### config.mk
export PLATFORM = sky130hd
export DESIGN_NAME = mem_port_arbiter
export DESIGN_NICKNAME = d
export VERILOG_FILES = /design/src/rtl/mem_arb_pkg.sv /design/src/rtl/arb_watchdog.sv /design/src/rtl/mem_port_arbiter.sv
export SDC_FILE = /design/constraint.sdc
export NUM_CORES = 1
export LEC_CHECK = 0
export CAP_MARGIN = 0
export CORE_ASPECT_RATIO = 1.25
export CORE_MARGIN = 2
export CORE_UTILIZATION = 44
export CTS_CLUSTER_DIAMETER = 200
export DETAILED_ROUTE_END_ITERATION = 12
export PLACE_DENSITY = 0.8
export SLEW_MARGIN = 25
export SYNTH_ARGS = -nofsm -noshare
export SYNTH_HDL_FRONTEND = slang
export SYNTH_SLANG_ARGS = --single-unit
### constraint.sdc
create_clock -name clk -period 6.92 [get_ports clk]
set_clock_uncertainty 0.1 [all_clocks]
set_input_delay 1.384 -clock clk [delete_from_list [all_inputs] [get_ports clk]]
set_output_delay 1.384 -clock clk [all_outputs]
set_load 0.005 [all_outputs]
### src/rtl/mem_arb_pkg.sv
// mem_arb_pkg: arbiter state encoding, owner codes and counter width shared by the arbiter files.
package mem_arb_pkg;
  typedef enum logic [1:0] {IDLE = 2'd0, DATA = 2'd1, FETCH = 2'd2} arbState;
  // Owner codes share the busy-state encoding so a grant maps straight onto the next state.
  localparam logic [1:0] OWN_NONE = 2'd0;
  localparam logic [1:0] OWN_DATA = 2'd1;
  localparam logic [1:0] OWN_FETCH = 2'd2;
  localparam int CNT_W = 16;
endpackage

### src/rtl/arb_watchdog.sv
// arb_watchdog: loadable down-counter; expired flags the last allowed busy cycle of a memory wait.
module arb_watchdog
  import mem_arb_pkg::*;
#(
  parameter int TIMEOUT = 255
) (
  input  logic clk,
  input  logic reset,
  input  logic load,
  input  logic tick,
  output logic expired
);
  logic [CNT_W-1:0] waitCnt;
  always_ff @(posedge clk or posedge reset)
    if (reset) waitCnt <= '0;
    else if (load) waitCnt <= CNT_W'(TIMEOUT);
    else if (tick && waitCnt != '0) waitCnt <= waitCnt - 1'b1;
  assign expired = tick && waitCnt == CNT_W'(1);
endmodule

### src/rtl/mem_port_arbiter.sv
// mem_port_arbiter: shares one single-ported memory between fetch and data ports, one access at a time.
// Define ARB_FETCH_BUF_EN to add a one-entry fetch buffer that serves repeat fetches without memory.
module mem_port_arbiter
  import mem_arb_pkg::*;
#(
  parameter int ADDR_W = 32,
  parameter int DATA_W = 32,
  parameter int TIMEOUT = 255,
  parameter int MAX_DATA_BURST = 4
) (
  input  logic              clk,
  input  logic              reset,
  input  logic              if_req,
  input  logic [ADDR_W-1:0] if_addr,
  output logic [DATA_W-1:0] if_rdata,
  output logic              if_ready,
  input  logic              dm_req,
  input  logic              dm_we,
  input  logic [ADDR_W-1:0] dm_addr,
  input  logic [DATA_W-1:0] dm_wdata,
  output logic [DATA_W-1:0] dm_rdata,
  output logic              dm_ready,
  output logic              mem_req,
  output logic              mem_we,
  output logic [ADDR_W-1:0] mem_addr,
  output logic [DATA_W-1:0] mem_wdata,
  input  logic              mem_ack,
  input  logic [DATA_W-1:0] mem_rdata,
  output logic              arb_stall,
  output logic              arb_err
);
  arbState state;
  logic [CNT_W-1:0] burstCnt;
  logic [1:0] grantOwn;
  logic busy, expired, bufHit, burstFull;
  assign busy = state != IDLE;
  assign burstFull = burstCnt == CNT_W'(MAX_DATA_BURST);
  assign arb_stall = (if_req & ~if_ready) | (dm_req & ~dm_ready);
  assign grantOwn = busy ? OWN_NONE :
                    (dm_req && !(if_req && burstFull)) ? OWN_DATA :
                    (if_req && !bufHit) ? OWN_FETCH : OWN_NONE;
  arb_watchdog #(.TIMEOUT(TIMEOUT)) u_watchdog (
    .clk(clk),
    .reset(reset),
    .load(grantOwn != OWN_NONE),
    .tick(busy),
    .expired(expired)
  );
`ifdef ARB_FETCH_BUF_EN
  logic bufValid;
  logic [ADDR_W-1:0] bufAddr;
  logic [DATA_W-1:0] bufWord;
  assign bufHit = !busy && if_req && bufValid && if_addr == bufAddr;
  always_ff @(posedge clk or posedge reset)
    if (reset) begin
      bufValid <= 1'b0;
      bufAddr <= '0;
      bufWord <= '0;
    end else if (state == FETCH && mem_ack) begin
      bufValid <= 1'b1;
      bufAddr <= mem_addr;
      bufWord <= mem_rdata;
    end else if (expired || (grantOwn == OWN_DATA && dm_we && dm_addr[ADDR_W-1:2] == bufAddr[ADDR_W-1:2]))
      bufValid <= 1'b0;
`else
  assign bufHit = 1'b0;
`endif
  always_ff @(posedge clk or posedge reset)
    if (reset) begin
      state <= IDLE;
      mem_req <= 1'b0;
      mem_we <= 1'b0;
      mem_addr <= '0;
      mem_wdata <= '0;
      if_rdata <= '0;
      dm_rdata <= '0;
      if_ready <= 1'b0;
      dm_ready <= 1'b0;
      arb_err <= 1'b0;
      burstCnt <= '0;
    end else begin
      if_ready <= bufHit;
      dm_ready <= 1'b0;
      burstCnt <= (grantOwn == OWN_FETCH || !if_req) ? '0 :
                  (grantOwn == OWN_DATA && !burstFull) ? burstCnt + 1'b1 : burstCnt;
`ifdef ARB_FETCH_BUF_EN
      if (bufHit) if_rdata <= bufWord;
`endif
      if (grantOwn != OWN_NONE) begin
        state <= arbState'(grantOwn);
        mem_req <= 1'b1;
        mem_we <= grantOwn == OWN_DATA && dm_we;
        mem_addr <= grantOwn == OWN_DATA ? dm_addr : if_addr;
        if (grantOwn == OWN_DATA) mem_wdata <= dm_wdata;
      end else if (busy && (mem_ack || expired)) begin
        // An ack on the final watchdog cycle still counts as a good completion.
        state <= IDLE;
        mem_req <= 1'b0;
        mem_we <= 1'b0;
        arb_err <= arb_err | ~mem_ack;
        if (state == DATA) begin
          dm_ready <= 1'b1;
          if (!mem_we) dm_rdata <= mem_ack ? mem_rdata : '0;
        end else begin
          if_ready <= 1'b1;
          if_rdata <= mem_ack ? mem_rdata : '0;
        end
      end
    end
endmodule

==> implementation parameters <==
Parameter                              Value

Run status
  Run status    finished clean

Clock tree
  Maximum level of the CTS H-tree    4
  Number of buffers between clock root and the deepest sink    2
  Clock-pin slew on the worst setup and hold paths    70 ps
  Hold-fix buffers, CTS    0
  Worst-skew pair later-pin latency    420 ps
  Buffer cell driving the clock tree root    sky130_fd_sc_hd__clkbuf_16
  Clock Sink Count    167
  CTS Buf Count    17
  CTS tree    built
  Gates resized, CTS repair    0
  Total setup buffers inserted after CTS    0

Timing
  Post-route fraction of the period consumed by the critical path    65.92%
  Transition time at the pin with the least slew margin    915.2 ps
  Rel. slew slack    38.98%
  Count of endpoints failing setup in the final report    0
  Max Transition Viols Final    0
  Fin crit period    4562 ps
  Fmax    0.2192 GHz
  Final-layout worst hold slack    385.1 ps
  Total negative slack    0 ps
  Endpoints failing hold    0
  Unrepaired setup endpoints after global routing    false

Route
  Routed via count divided by cell count    5.806
  Remaining routing DRC violations    0
  Number of routed nets with antenna violations    0
  Vias after detailed routing    6,009
  Number of DRC markers after the initial detailed-route iteration    499
  DR pass1 iterations    5
  Total Wirelength    20,730 µm
  Post-detailed-route wirelength per cell    20.03 µm

Worst setup path
  Crit-path most repeated cell    sky130_fd_sc_hd__clkdlybuf4s50_1
  Worst EP arrival    3080 ps
  Crit-path slowest cell    sky130_fd_sc_hd__clkdlybuf4s50_1
  List of cells traversed by the critical path    clkdlybuf4s50_1 -> inv_1 -> o22ai_1 -> clkdlybuf4s50_1
  Largest fanout of any net on the critical path    9
  Critical Path Sink Type    output pin
  Critical Path RT    5440 ps
  Slack of the worst reg-to-reg path    4180 ps
  Cell family with the largest share of critical-path delay    buffers and inverters
  Critical path buffers and inverters    3
  Startpoint type of the worst setup path    input port
  WS Path Type    input port to output pin
  Slowest Stage Delay on Critical Path    690 ps

Logic synthesis
  Post-synthesis sequential area ratio    59.08%
  Combined area of all synthesized cells    0.007073 mm²
  Async SR Flop Fraction    100.0%
  Biggest area contributors in the synthesized netlist    sky130_fd_sc_hd__dfrtp_1, sky130_fd_sc_hd__a32o_1, sky130_fd_sc_hd__mux2_2
  Cell taking the most area after synthesis    sky130_fd_sc_hd__dfrtp_1
  Dominant synthesized flop cell    sky130_fd_sc_hd__dfrtp_1
  Synth Register Bits    167
  Yosys warns    0
  Synth Net Count    695
  Count leader, synth    sky130_fd_sc_hd__dfrtp_1
  Post-synth EDFFs    0
  Avg Cell Area, Syn    12.72 µm²
  Unique cell type count in the Yosys netlist    49
  Gate count of the mapped netlist    556
  Top cells by count, synth    sky130_fd_sc_hd__dfrtp_1, sky130_fd_sc_hd__a32o_1, sky130_fd_sc_hd__a21o_1
  Share of the synthesized area in the top cell type    59.08%

Floorplan
  Effective utilization at floorplan    45.24%
  Die width    117.4 µm
  Number of rows created at floorplan    51
  Die outline area    0.01711 mm²
  Vertical extent of the die    145.8 µm
  Core Box Area    0.01563 mm²
  Number of placed I/O pins    268

Worst hold path
  Worst Hold Class    flip-flop to flip-flop

Finish
  Post-layout net count    948
  Fraction of final layout cells sized beyond drive strength 1    10.58%
  Fin util    67.28%
  Area added between synthesis and finish    48.72%
  Post-route insts no fill    1,035

Placement
  Final weighted congestion in routability-driven placement    0.8419
  HPWL after detailed placement    14,570 µm
  # port buffers    267
  Post-placement cell count    1,002

Global routing
  Largest net degree at the start of global routing    111
  Congestion Overflow GR    0
  Initial antenna violation count    1
  Global-route usage over all layers    24.53%
  First-pass GRT wire length    33,440 µm
  Via count of the first global-routing pass    6,240

Run
  Max Cap Violations    0

Power
  Peak supply drop    0.0002086 V
  Leakage Power    0.004498 µW
  P per Cell Area    376.0 mW/mm²
  Total power draw    3955 µW
## worst paths after layout
kind / start / endpoint / cells after the start
worst max-delay path: if_req / arb_stall / 4
worst min-delay path: burstCnt[15] / burstCnt[15] / 1
worst max register to register: burstCnt[0] / mem_wdata[26] / 7
worst min register to register: burstCnt[15] / burstCnt[15] / 1
max in group asynchronous: reset / u_watchdog.waitCnt[5] / 3
min in group asynchronous: reset / mem_wdata[24] / 2
## cells in the final DEF, fill, tap and decap left out, types with 4 or more instances in the layout
cell type	synthesis	routed
sky130_fd_sc_hd__nand2_1	20	20
sky130_fd_sc_hd__nor2_1	26	25
sky130_fd_sc_hd__a21o_1	38	38
sky130_fd_sc_hd__nor4_1	6	6
sky130_fd_sc_hd__ha_1	5	5
sky130_fd_sc_hd__buf_4	0	7
sky130_fd_sc_hd__xnor2_1	8	8
sky130_fd_sc_hd__inv_1	11	10
sky130_fd_sc_hd__a21oi_1	15	14
sky130_fd_sc_hd__clkdlybuf4s50_1	0	266
sky130_fd_sc_hd__o31ai_1	4	4
sky130_fd_sc_hd__a31oi_1	9	9
sky130_fd_sc_hd__a32o_1	65	65
sky130_fd_sc_hd__mux2_2	32	32
sky130_fd_sc_hd__nand4_1	5	5
sky130_fd_sc_hd__nand3_1	12	12
sky130_fd_sc_hd__a22o_1	32	32
sky130_fd_sc_hd__or3_1	7	7
sky130_fd_sc_hd__dfrtp_1	167	167
sky130_fd_sc_hd__clkbuf_16	0	17
sky130_fd_sc_hd__nor3_1	13	13
sky130_fd_sc_hd__inv_8	0	4
## layer usage
metal  global-route usage, %  part of all wire (%)  up-vias
met5                       0                     0        -
met3                   7.092                   7.3       37
met1                   28.26                    37     3041
met2                   43.16                    53      274
li1                        -                     -     2657
met4                   9.458                   2.7        0
## cell type report
| type | count | area [µm²] |
|---|---|---|
| Timing Repair Buffer | 274 | 2720 |
| Tap cell | 212 | 265.3 |
| Antenna cell | 1 | 2.502 |
| Inverter | 11 | 48.80 |
| Multi-Input combinational cell | 338 | 2674 |
| Clock buffer | 18 | 439.2 |
| Sequential cell | 167 | 4179 |
| Clock inverter | 14 | 190.2 |
| Fill cell | 1173 | 5115 |
## where the power goes
group / leakage (µW) / total (µW) / switching, µW / internal (µW)
logic: 0.00214 / 1430 / 516 / 919
registers: 0.00206 / 1520 / 206 / 1310
clock network: 0.000299 / 1000 / 413 / 589
total: 0.00450 / 3960 / 1140 / 2820
## kinds of logic after synthesis
| family | after synthesis | synth area share, % |
|---|---|---|
| mux | 32 | 5.095 |
| xor+xnor | 10 | 1.238 |
| buf+inv | 51 | 3.449 |
| compound gates | 181 | 21.67 |
| fa+ha+maj | 5 | 0.8845 |
| simple gates | 110 | 8.580 |
| flops | 167 | 59.08 |
## stage by stage
stage | setup slack [ps] | cell area, µm²
CTS | 2377 | 10510
finish | 2358 | 10520
detailed placement | 2388 | 9884
global placement | 2414 | 9884
global route | 2261 | 10520
floorplan | 917.6 | 7073
## flip-flops by register name (all words and copies together) (netlist names)
name                cells
arb_err                 1
burstCnt               16
dm_rdata               32
dm_ready                1
if_rdata               32
if_ready                1
mem_addr               32
mem_req                 1
mem_wdata              32
mem_we                  1
state                   2
u_watchdog.waitCnt     16
(Power assumes the default switching activity.)
